===== src/rtl/multicycle_ctrl_if.sv =====
// Memory handshake bundle between the multi-cycle control FSM and the shared
// instruction/data memory.
interface multicycle_ctrl_if;
   logic mem_req;
   logic mem_sel;
   logic mem_we;
   logic mem_ready;

   modport master (
      output mem_req,
      output mem_sel,
      output mem_we,
      input  mem_ready
   );

   modport slave (
      input  mem_req,
      input  mem_sel,
      input  mem_we,
      output mem_ready
   );
endinterface


===== src/rtl/multicycle_ctrl.sv =====
// Main control FSM of the multi-cycle CPU: sequences IF/ID/EX/MEM/WB with memory wait/timeout.
// Optional perf counters are built only when CTRL_PERF_EN is defined.
module multicycle_ctrl #(
   parameter int unsigned MEM_TIMEOUT = 16
) (
   input  logic                   clk_i,
   input  logic                   rst_i,
   multicycle_ctrl_if.master      mem_bus,
   input  logic [5:0]             instr_op_i,
   input  logic                   zero_i,
   output logic                   ir_write_o,
   output logic                   pc_write_o,
   output logic                   pc_src_o,
   output logic                   reg_write_o,
   output logic                   reg_dst_o,
   output logic                   mem_to_reg_o,
   output logic                   alu_src_o,
   output logic                   sign_ext_o,
   output logic [3:0]             alu_op_o,
   output logic [2:0]             state_o,
   output logic                   halt_o,
   output logic                   err_o,
   output logic [31:0]            instr_cnt_o,
   output logic [31:0]            cycle_cnt_o
);

   typedef enum logic [2:0] {
      StIf   = 3'd0,
      StId   = 3'd1,
      StEx   = 3'd2,
      StMem  = 3'd3,
      StWb   = 3'd4,
      StHalt = 3'd7
   } state_e;

   localparam logic [5:0] OpR     = 6'd0;
   localparam logic [5:0] OpBeq   = 6'd4;
   localparam logic [5:0] OpBne   = 6'd5;
   localparam logic [5:0] OpAddi  = 6'd8;
   localparam logic [5:0] OpSltiu = 6'd9;
   localparam logic [5:0] OpSlti  = 6'd10;
   localparam logic [5:0] OpOri   = 6'd13;
   localparam logic [5:0] OpLw    = 6'd35;
   localparam logic [5:0] OpSw    = 6'd43;
   localparam logic [5:0] OpHalt  = 6'h3F;

   localparam bit          TimeoutEn = (MEM_TIMEOUT != 0);
   localparam int unsigned WaitW     = (MEM_TIMEOUT < 2) ? 1 : $clog2(MEM_TIMEOUT + 1);
   localparam logic [WaitW-1:0] WaitLast =
      WaitW'((MEM_TIMEOUT == 0) ? 0 : MEM_TIMEOUT - 1);

   state_e           state_q, state_d;
   logic [WaitW-1:0] wait_q, wait_d;
   logic             err_q, err_d;
   logic             retire;
   logic             timed_out;

   // The cycle that would bring the wait count up to MEM_TIMEOUT is the last one allowed.
   assign timed_out = TimeoutEn && !mem_bus.mem_ready && (wait_q == WaitLast);

   always_comb begin
      state_d          = state_q;
      wait_d           = '0;
      err_d            = err_q;
      retire           = 1'b0;
      mem_bus.mem_req  = 1'b0;
      mem_bus.mem_sel  = 1'b0;
      mem_bus.mem_we   = 1'b0;
      ir_write_o       = 1'b0;
      pc_write_o       = 1'b0;
      pc_src_o         = 1'b0;
      reg_write_o      = 1'b0;
      reg_dst_o        = 1'b0;
      mem_to_reg_o     = 1'b0;
      alu_src_o        = 1'b0;
      sign_ext_o       = 1'b0;
      alu_op_o         = 4'b0000;

      case (state_q)
         StIf: begin
            mem_bus.mem_req = 1'b1;
            if (mem_bus.mem_ready) begin
               ir_write_o = 1'b1;
               pc_write_o = 1'b1;
               state_d    = StId;
            end else if (timed_out) begin
               state_d = StHalt;
               err_d   = 1'b1;
            end else if (TimeoutEn) begin
               wait_d = wait_q + WaitW'(1);
            end
         end

         StId: begin
            case (instr_op_i)
               OpR, OpBeq, OpBne, OpAddi, OpSltiu, OpSlti, OpOri, OpLw, OpSw: state_d = StEx;
               OpHalt:  state_d = StHalt;
               default: begin
                  state_d = StHalt;
                  err_d   = 1'b1;
               end
            endcase
         end

         StEx: begin
            sign_ext_o = 1'b1;
            case (instr_op_i)
               OpR:          alu_op_o = 4'b0010;
               OpBeq, OpBne: alu_op_o = 4'b0001;
               OpAddi, OpLw, OpSw: begin
                  alu_op_o  = 4'b0000;
                  alu_src_o = 1'b1;
               end
               OpSlti: begin
                  alu_op_o  = 4'b0011;
                  alu_src_o = 1'b1;
               end
               OpSltiu: begin
                  alu_op_o   = 4'b0101;
                  alu_src_o  = 1'b1;
                  sign_ext_o = 1'b0;
               end
               OpOri: begin
                  alu_op_o   = 4'b0100;
                  alu_src_o  = 1'b1;
                  sign_ext_o = 1'b0;
               end
               default: ;
            endcase

            if (instr_op_i == OpBeq || instr_op_i == OpBne) begin
               // beq takes on zero, bne on non-zero
               if ((instr_op_i == OpBeq) ? zero_i : !zero_i) begin
                  pc_write_o = 1'b1;
                  pc_src_o   = 1'b1;
               end
               retire  = 1'b1;
               state_d = StIf;
            end else if (instr_op_i == OpLw || instr_op_i == OpSw) begin
               state_d = StMem;
            end else begin
               state_d = StWb;
            end
         end

         StMem: begin
            mem_bus.mem_req = 1'b1;
            mem_bus.mem_sel = 1'b1;
            mem_bus.mem_we  = (instr_op_i == OpSw);
            if (mem_bus.mem_ready) begin
               if (instr_op_i == OpSw) begin
                  retire  = 1'b1;
                  state_d = StIf;
               end else begin
                  state_d = StWb;
               end
            end else if (timed_out) begin
               state_d = StHalt;
               err_d   = 1'b1;
            end else if (TimeoutEn) begin
               wait_d = wait_q + WaitW'(1);
            end
         end

         StWb: begin
            reg_write_o  = 1'b1;
            reg_dst_o    = (instr_op_i == OpR);
            mem_to_reg_o = (instr_op_i == OpLw);
            retire       = 1'b1;
            state_d      = StIf;
         end

         StHalt: state_d = StHalt;

         default: begin
            state_d = StHalt;
            err_d   = 1'b1;
         end
      endcase
   end

   always_ff @(posedge clk_i) begin
      if (rst_i) begin
         state_q <= StIf;
         wait_q  <= '0;
         err_q   <= 1'b0;
      end else begin
         state_q <= state_d;
         wait_q  <= wait_d;
         err_q   <= err_d;
      end
   end

   assign state_o = state_q;
   assign halt_o  = (state_q == StHalt);
   assign err_o   = err_q;

`ifdef CTRL_PERF_EN
   logic [31:0] instr_cnt_q, instr_cnt_d;
   logic [31:0] cycle_cnt_q, cycle_cnt_d;

   always_comb begin
      cycle_cnt_d = cycle_cnt_q + 32'd1;
      instr_cnt_d = instr_cnt_q + {31'd0, retire};
   end

   always_ff @(posedge clk_i) begin
      if (rst_i) begin
         instr_cnt_q <= 32'd0;
         cycle_cnt_q <= 32'd0;
      end else begin
         instr_cnt_q <= instr_cnt_d;
         cycle_cnt_q <= cycle_cnt_d;
      end
   end

   assign instr_cnt_o = instr_cnt_q;
   assign cycle_cnt_o = cycle_cnt_q;
`else
   logic unused_retire;
   assign unused_retire = retire;
   assign instr_cnt_o   = 32'd0;
   assign cycle_cnt_o   = 32'd0;
`endif

endmodule


===== src/flat_wrapper.sv =====
// flat-port wrapper written by rule: the top's interface ports become plain ports
module multicycle_ctrl_flat 
#(
   parameter int unsigned MEM_TIMEOUT = 16
)
  (clk_i, rst_i, instr_op_i, zero_i, ir_write_o, pc_write_o, pc_src_o, reg_write_o, reg_dst_o, mem_to_reg_o, alu_src_o, sign_ext_o, alu_op_o, state_o, halt_o, err_o, instr_cnt_o, cycle_cnt_o, mem_bus_mem_req, mem_bus_mem_sel, mem_bus_mem_we, mem_bus_mem_ready);
  multicycle_ctrl_if mem_bus_i ();
  input  logic clk_i;
  input  logic rst_i;
  input  logic [5:0] instr_op_i;
  input  logic zero_i;
  output logic ir_write_o;
  output logic pc_write_o;
  output logic pc_src_o;
  output logic reg_write_o;
  output logic reg_dst_o;
  output logic mem_to_reg_o;
  output logic alu_src_o;
  output logic sign_ext_o;
  output logic [3:0] alu_op_o;
  output logic [2:0] state_o;
  output logic halt_o;
  output logic err_o;
  output logic [31:0] instr_cnt_o;
  output logic [31:0] cycle_cnt_o;
  output wire logic [$bits(mem_bus_i.mem_req)-1:0] mem_bus_mem_req;
  output wire logic [$bits(mem_bus_i.mem_sel)-1:0] mem_bus_mem_sel;
  output wire logic [$bits(mem_bus_i.mem_we)-1:0] mem_bus_mem_we;
  input wire logic [$bits(mem_bus_i.mem_ready)-1:0] mem_bus_mem_ready;
  assign mem_bus_mem_req = mem_bus_i.mem_req;
  assign mem_bus_mem_sel = mem_bus_i.mem_sel;
  assign mem_bus_mem_we = mem_bus_i.mem_we;
  assign mem_bus_i.mem_ready = mem_bus_mem_ready;
  multicycle_ctrl #(.MEM_TIMEOUT(MEM_TIMEOUT)) u_core (.clk_i(clk_i), .rst_i(rst_i), .mem_bus(mem_bus_i), .instr_op_i(instr_op_i), .zero_i(zero_i), .ir_write_o(ir_write_o), .pc_write_o(pc_write_o), .pc_src_o(pc_src_o), .reg_write_o(reg_write_o), .reg_dst_o(reg_dst_o), .mem_to_reg_o(mem_to_reg_o), .alu_src_o(alu_src_o), .sign_ext_o(sign_ext_o), .alu_op_o(alu_op_o), .state_o(state_o), .halt_o(halt_o), .err_o(err_o), .instr_cnt_o(instr_cnt_o), .cycle_cnt_o(cycle_cnt_o));
endmodule

===== config.mk =====
export PLATFORM = sky130hd
export DESIGN_NAME = multicycle_ctrl_flat
export DESIGN_NICKNAME = d
export VERILOG_FILES = /design/src/rtl/multicycle_ctrl_if.sv /design/src/rtl/multicycle_ctrl.sv /design/src/flat_wrapper.sv
export SDC_FILE = /design/constraint.sdc
export NUM_CORES = 1
export LEC_CHECK = 0
export BUFFER_PORTS_ARGS = -buffer_cell sky130_fd_sc_hd__clkbuf_2
export CAP_MARGIN = 20
export CORE_UTILIZATION = 37
export CTS_CLUSTER_SIZE = 14
export DETAILED_ROUTE_END_ITERATION = 16
export HOLD_SLACK_MARGIN = 0.05
export PLACE_DENSITY = 0.77
export SYNTH_ARGS = -nofsm -noshare
export SYNTH_HDL_FRONTEND = slang
export SYNTH_SLANG_ARGS = --single-unit

===== constraint.sdc =====
create_clock -name clk_i -period 1.9 [get_ports clk_i]
set_clock_uncertainty 0.05 [all_clocks]
set_input_delay 0 -clock clk_i [delete_from_list [all_inputs] [get_ports clk_i]]
set_output_delay 0 -clock clk_i [all_outputs]
set_load 0.005 [all_outputs]

==> key figures, run 1 <==
Outcome
  – Status: finished clean

Clock tree
  – Clk slew on worst S/H paths: about 0.060 ns
  – TritonCTS sink count: 9
  – Clock buffer count from CTS: 3
  – TritonCTS clock tree: yes
  – H-Tree Depth: 1
  – Latest clock arrival within the worst-skew pair: between 0.2 and 0.3 ns
  – Number of buffers on the longest clock path: 2
  – Root Buffer Master: clkbuf_4
  – Post-CTS repair timing setup buffer count: 0

Detailed routing
  – Top routing layer in use: met4
  – Total vias in the final route: between 1,000 and 1,500
  – Remaining number of nets flagged by the antenna check after routing: 0
  – First-iteration detailed-routing DRC count: 45
  – Mean routed wirelength per cell: roughly 9.6 um
  – Routed met3 length: between 150 and 200 um
  – Routed WL: approximately 2400 um
  – Via density per instance: between 4 and 5
  – TritonRoute pass-1 iters: 4
  – Metal-1 WL: around 1000 um
  – Met2 wire length: between 1000 and 1500 um
  – DRC errors left: 0

Placement
  – Worst setup timing slack at the placement stage: roughly 0.035 ns
  – Number of buffers inserted by port buffering: 28
  – Post-DP Area: 0.00119 mm^2
  – Placed Instances: about 240
  – Final weighted congestion in routability-driven placement: between 0.8 and 0.9
  – Sum of net half-perimeters after detailed placement: 1880 um

Worst setup path
  – CP arrival: about 1.9 ns
  – Startpoint type of the worst setup path: flop
  – Critical path required time: 2.01 ns
  – Critical-path maximum fanout: 3
  – Setup crit end kind: flop
  – Worst Path Class, Setup: reg -> reg

Logic synthesis
  – Mapped cell area: 0.00128 mm^2
  – Average footprint of a synthesized cell: approximately 7.2 um^2
  – Netlist cell types: 37
  – Share of synthesized area occupied by flip-flops and latches: between 10% and 20%
  – Synthesized flop and latch total: 9
  – Yosys Warn Count: 0
  – Synthesized netlist cell count: around 180

Final layout
  – Final layout net count: around 220
  – Antenna diode count: 0
  – Synth-to-Final Area Change: -3.62%
  – Layout cells sized above 1: 18.7%
  – Final non-filler cell total: about 250
  – Leading cell type in the layout, fill and taps excluded: conb_1
  – Most used cells in the layout excluding fill and tap cells: 65 x conb_1, 28 x clkbuf_2, 18 x nor2_1
  – Final standard cell utilization of the core: 39.1%
  – Design area: between 0.001 and 0.0015 mm^2

GRT
  – Global-route wire length before repair: roughly 3500 um
  – Grt ovf: 0
  – Via count of the first global-routing pass: 782
  – Initial antenna violation count: 0
  – Global-route total usage across every layer: between 10% and 20%
  – Largest net degree at the start of global routing: 17

STA
  – Slack of the critical path: 0.0668 ns
  – Final TNS setup: 0 ns
  – Total setup violations reported at the end of the flow: 0
  – Minimum clock period after layout: around 1.8 ns
  – Share of the cycle needed by the critical path after routing: a little over nine tenths
  – Unrepaired setup endpoints after global routing: true
  – Hold violation total from the final report: 0
  – Worst slack on hold paths: roughly 0.11 ns
  – Slew Limit Fails: 0
  – Max Fclk: 546 MHz

Min path
  – Class of the tightest hold or removal check: in -> reg

Floorplan
  – Initial standard-cell utilization of the core: between 40% and 50%
  – # IOs: 94
  – Core Box Area: around 0.0032 mm^2
  – Overall die area: approximately 0.0037 mm^2
  – Die height: a little over 60 um
  – Width of the die: ~61 um
  – Std cell rows: 20

Flow run
  – Max Cap Violations: 0

Power
  – Peak supply drop: 0.230 mV
  – Total power per unit cell area: around 680 mW/mm^2
  – Static power due to leakage: ~0.63 nW
  – Power consumption: 0.834 mW
## state kept, by name, summed over array words and instances (netlist names)
name	cells
u_core.err_o	1
u_core.state_o	3
u_core.wait_q	5
## routing by layer
metal	track usage, %	vias to the layer above
li1	-	511
met1	16.0	471
met4	6.82	0
met2	20.4	64
met3	3.84	6
met5	0	-
## power breakdown
part / internal, mW / leakage, nW / switching (mW)
clock network: 0.0811 / 0.0150 / 0.0701
logic: 0.155 / 0.542 / 0.217
registers: 0.225 / 0.0739 / 0.0845
## Yosys cell counts
cell | count | area [um^2]
o21bai_1 | 1 | 7.51
a221oi_1 | 1 | 8.76
and2_1 | 1 | 6.26
xnor2_1 | 2 | 17.5
a21oi_1 | 3 | 15.0
a2111oi_1 | 1 | 10.0
dfxtp_1 | 9 | 180
or2_4 | 1 | 8.76
buf_4 | 66 | 495
buf_6 | 1 | 11.3
a31oi_1 | 5 | 31.3
ha_1 | 2 | 25.0
nor4_1 | 1 | 6.26
a22oi_1 | 1 | 7.51
nor3b_1 | 1 | 7.51
o2bb2ai_1 | 1 | 8.76
nand2b_1 | 1 | 6.26
clkbuf_1 | 2 | 7.51
a2111oi_2 | 1 | 15.0
and3_1 | 6 | 37.5
o21ai_0 | 5 | 25.0
o2111ai_1 | 1 | 8.76
a211oi_1 | 1 | 7.51
xor2_1 | 3 | 26.3
nor2_1 | 18 | 67.6
nor2b_1 | 5 | 31.3
nor4_4 | 1 | 21.3
o21ai_1 | 1 | 5.00
nand3b_1 | 2 | 15.0
conb_1 | 1 | 3.75
nand3_1 | 3 | 15.0
inv_1 | 5 | 18.8
nor3_1 | 10 | 50.1
nand2_1 | 8 | 30.0
o31ai_1 | 1 | 7.51
buf_2 | 4 | 20.0
or2_1 | 2 | 12.5
## timing repair
item,in CTS,in global routing
endpoints found under the hold margin,4,0
setup endpoints to repair,0,2
hold buffers,1,0
resized for setup,0,3
## layout make-up
| type | instances | area, um^2 |
|---|---|---|
| Timing Repair Buffer | 30 | 158 |
| Clock buffer | 4 | 26.3 |
| Fill cell | 349 | 1920 |
| Inverter | 5 | 18.8 |
| Multi-Input combinational cell | 155 | 793 |
| Sequential cell | 9 | 181 |
| Tap cell | 44 | 55.1 |
## final timing paths
path	slack, ns	endpoint	depth (start not counted)	startpoint
worst min register to register	0.41	u_core.wait_q[0]$_SDFF_PP0_	1	u_core.wait_q[0]$_SDFF_PP0_
worst max-delay path	0.07	u_core.state_o[2]$_SDFF_PP0_	8	u_core.wait_q[0]$_SDFF_PP0_
worst min-delay path	0.11	u_core.err_o$_SDFFE_PP0P_	4	mem_bus_mem_ready
worst max register to register	0.07	u_core.state_o[2]$_SDFF_PP0_	8	u_core.wait_q[0]$_SDFF_PP0_
## worst max-delay path, cell delays in order, from the launching register on
cell       delay (ns)
dfxtp_1          0.32
ha_1             0.22
and3_1           0.19
ha_1             0.20
nor2b_2          0.17
o21ai_0          0.18
a31oi_1          0.09
a2111oi_2        0.22
nor3_1           0.09
## logic make-up (layout without fill, tap and decap cells)
family                     Yosys count  after routing  share of synthesized area (%)
buffers and inverters               78             39                           43.2
xor gates and xnor gates             5              5                           3.43
and+or+nand+nor                     60             60                           24.7
DFF                                  9              9                           14.1
adders and majority gates            2              2                           1.96
other                                1             65                          0.293
AOI/OAI and AO/OA                   23             23                           12.3
No activity file was read; power rests on OpenSTA's default activity.
==> run 2, diff against run 1 <==
--- a/constraint.sdc
+++ b/constraint.sdc
@@ -4,2 +4,2 @@
 set_output_delay 0 -clock clk_i [all_outputs]
-set_load 0.005 [all_outputs]
+set_load 0.02 [all_outputs]
==> run 2 against run 1 <==
Global-route usage unchanged. Setup slack improved by 0.041 ns. Cell area rose by 0.41%.
==> key figures, run 2 (same netlist as run 1, synthesis figures left out) <==
Clock tree
  – Clk slew on worst S/H paths: around 0.06 ns
  – Root Buffer Master: clkbuf_4
  – Number of buffers on the longest clock path: 2
  – TritonCTS sink count: 9
  – TritonCTS clock tree: yes
  – Latest clock arrival within the worst-skew pair: 0.27 ns
  – Clock buffer count from CTS: 3
  – H-Tree Depth: 1

Detailed routing
  – DRC errors left: 0
  – Remaining number of nets flagged by the antenna check after routing: 0
  – TritonRoute pass-1 iters: 4
  – First-iteration detailed-routing DRC count: 48
  – Mean routed wirelength per cell: 9.72 um
  – Routed WL: 2400 um
  – Total vias in the final route: approximately 1,100
  – Via density per instance: between 4 and 5

Power
  – Static power due to leakage: between 0.6 and 0.7 nW
  – Sequential share of power: just over 30%
  – Total power per unit cell area: around 800 mW/mm^2
  – Comb pwr share: between 50 and 60%
  – Internal power summed over all cells: 0.463 mW
  – Share of power burned in the clock network: around 15%
  – Peak supply drop: approximately 0.26 mV
  – Fraction of power spent switching nets: about 54%
  – Net switching power of the design: 0.544 mW
  – Power consumption: 1.01 mW

GRT
  – Grt ovf: 0
  – Largest net degree at the start of global routing: 17
  – Via count of the first global-routing pass: 782
  – Global-route wire length before repair: 3460 um
  – Global-route total usage across every layer: approximately an eighth
  – Initial antenna violation count: 0

STA
  – Share of the cycle needed by the critical path after routing: between 90% and 100%
  – Hold violation total from the final report: 0
  – Max Fclk: between 500 and 600 MHz
  – Final TNS setup: 0 ns
  – Slew Limit Fails: 0
  – Total setup violations reported at the end of the flow: 0
  – Minimum clock period after layout: between 1.5 and 2 ns
  – Slack of the critical path: 0.108 ns

Worst setup path
  – Critical path required time: between 2 and 2.5 ns
  – CP arrival: around 1.9 ns
  – Setup crit end kind: flop
  – Critical-path maximum fanout: 3
  – Crit. Startpoint: u_core.wait_q[0]$_SDFF_PP0_
  – Worst Path Class, Setup: reg -> reg
  – Startpoint type of the worst setup path: flop
  – Reg2Reg Launch Point: u_core.wait_q[0]$_SDFF_PP0_

Outcome
  – Status: finished clean

Final layout
  – Leading cell type in the layout, fill and taps excluded: conb_1
  – Final non-filler cell total: 247
  – Synth-to-Final Area Change: -3.23%
  – Final layout net count: 216
  – Most used cells in the layout excluding fill and tap cells: 65 x conb_1, 28 x clkbuf_2, 18 x nor2_1
  – Max FFs per register: 5
  – Fill count: 350
  – Design area: 0.00124 mm^2
  – Layout cells sized above 1: between 10% and 20%
  – Antenna diode count: 0
  – Largest register by flop count: u_core.wait_q

Min path
  – Hold path startpoint: mem_bus_mem_ready
  – Class of the tightest hold or removal check: in -> reg

Floorplan
  – Core Box Area: 0.00315 mm^2
  – Initial standard-cell utilization of the core: roughly two fifths
  – Die height: 60.8 um
  – Overall die area: 0.00369 mm^2
  – Std cell rows: 20
  – # IOs: 94
  – Width of the die: roughly 61 um

Placement
  – Final weighted congestion in routability-driven placement: between 0.8 and 0.9
  – Post-DP Area: 0.00119 mm^2
  – Placed Instances: about 240
  – Number of buffers inserted by port buffering: 28
  – Worst setup timing slack at the placement stage: around 0.035 ns
  – Sum of net half-perimeters after detailed placement: between 1500 and 2000 um

Flow run
  – Max Cap Violations: 0
## run 2: final cells by class
type | instances | area (um^2) | area share, %
multi-input cells | 155 | 798 | 64.5
flip-flops and latches | 9 | 181 | 14.7
repair buffers | 30 | 158 | 12.7
well taps | 44 | 55.1 | 4.45
clock buffers | 4 | 26.3 | 2.12
inverters | 5 | 18.8 | 1.52
## run 2: what timing repair did
item	CTS	global route
hold buffers	1	0
endpoints found under the hold margin	4	0
gates resized for setup	0	4
setup buffers	0	0
endpoints found under the setup margin	0	2
## run 2: routing by layer
layer / vias up / track usage [%] / part of all wire (%)
li1: 512 / - / -
met1: 469 / 16.0 / 41
met2: 73 / 20.4 / 48
met3: 6 / 3.84 / 8.8
met4: 0 / 6.82 / 2.6
met5: - / 0 / 0
## run 2: worst paths after layout
| kind | cells past startpoint | end | slack (ns) |
|---|---|---|---|
| min reg2reg | 1 | u_core.wait_q[0]$_SDFF_PP0_ | 0.41 |
| min | 4 | u_core.err_o$_SDFFE_PP0P_ | 0.1 |
| max | 8 | u_core.state_o[2]$_SDFF_PP0_ | 0.11 |
| max reg2reg | 8 | u_core.state_o[2]$_SDFF_PP0_ | 0.11 |
## run 2: worst max-delay path, cell delays in order (launching register included)
cell	delay, ns
dfxtp_1	0.32
ha_1	0.22
and3_1	0.19
ha_1	0.20
nor2b_4	0.14
o21ai_0	0.17
a31oi_1	0.09
a2111oi_2	0.22
nor3_1	0.08
## run 2: stage by stage
| step | hold slack, ns | util, % |
|---|---|---|
| floorplan | 0.0191 | - |
| global placement | 0.198 | 37.7 |
| detailed placement | 0.204 | 37.7 |
| CTS | 0.104 | 38.8 |
| global route | 0.100 | 39.2 |
| finish | 0.0987 | 39.2 |
## run 2: power groups by stage
stage          Combinational [mW]  Clock [mW]  Sequential, mW
2_1_floorplan               0.531           0           0.291
3_3_place_gp                0.530           0           0.307
3_5_place_dp                0.537           0           0.308
4_1_cts                     0.541       0.150           0.305
5_1_grt                     0.604       0.174           0.320
6_report                    0.546       0.151           0.310
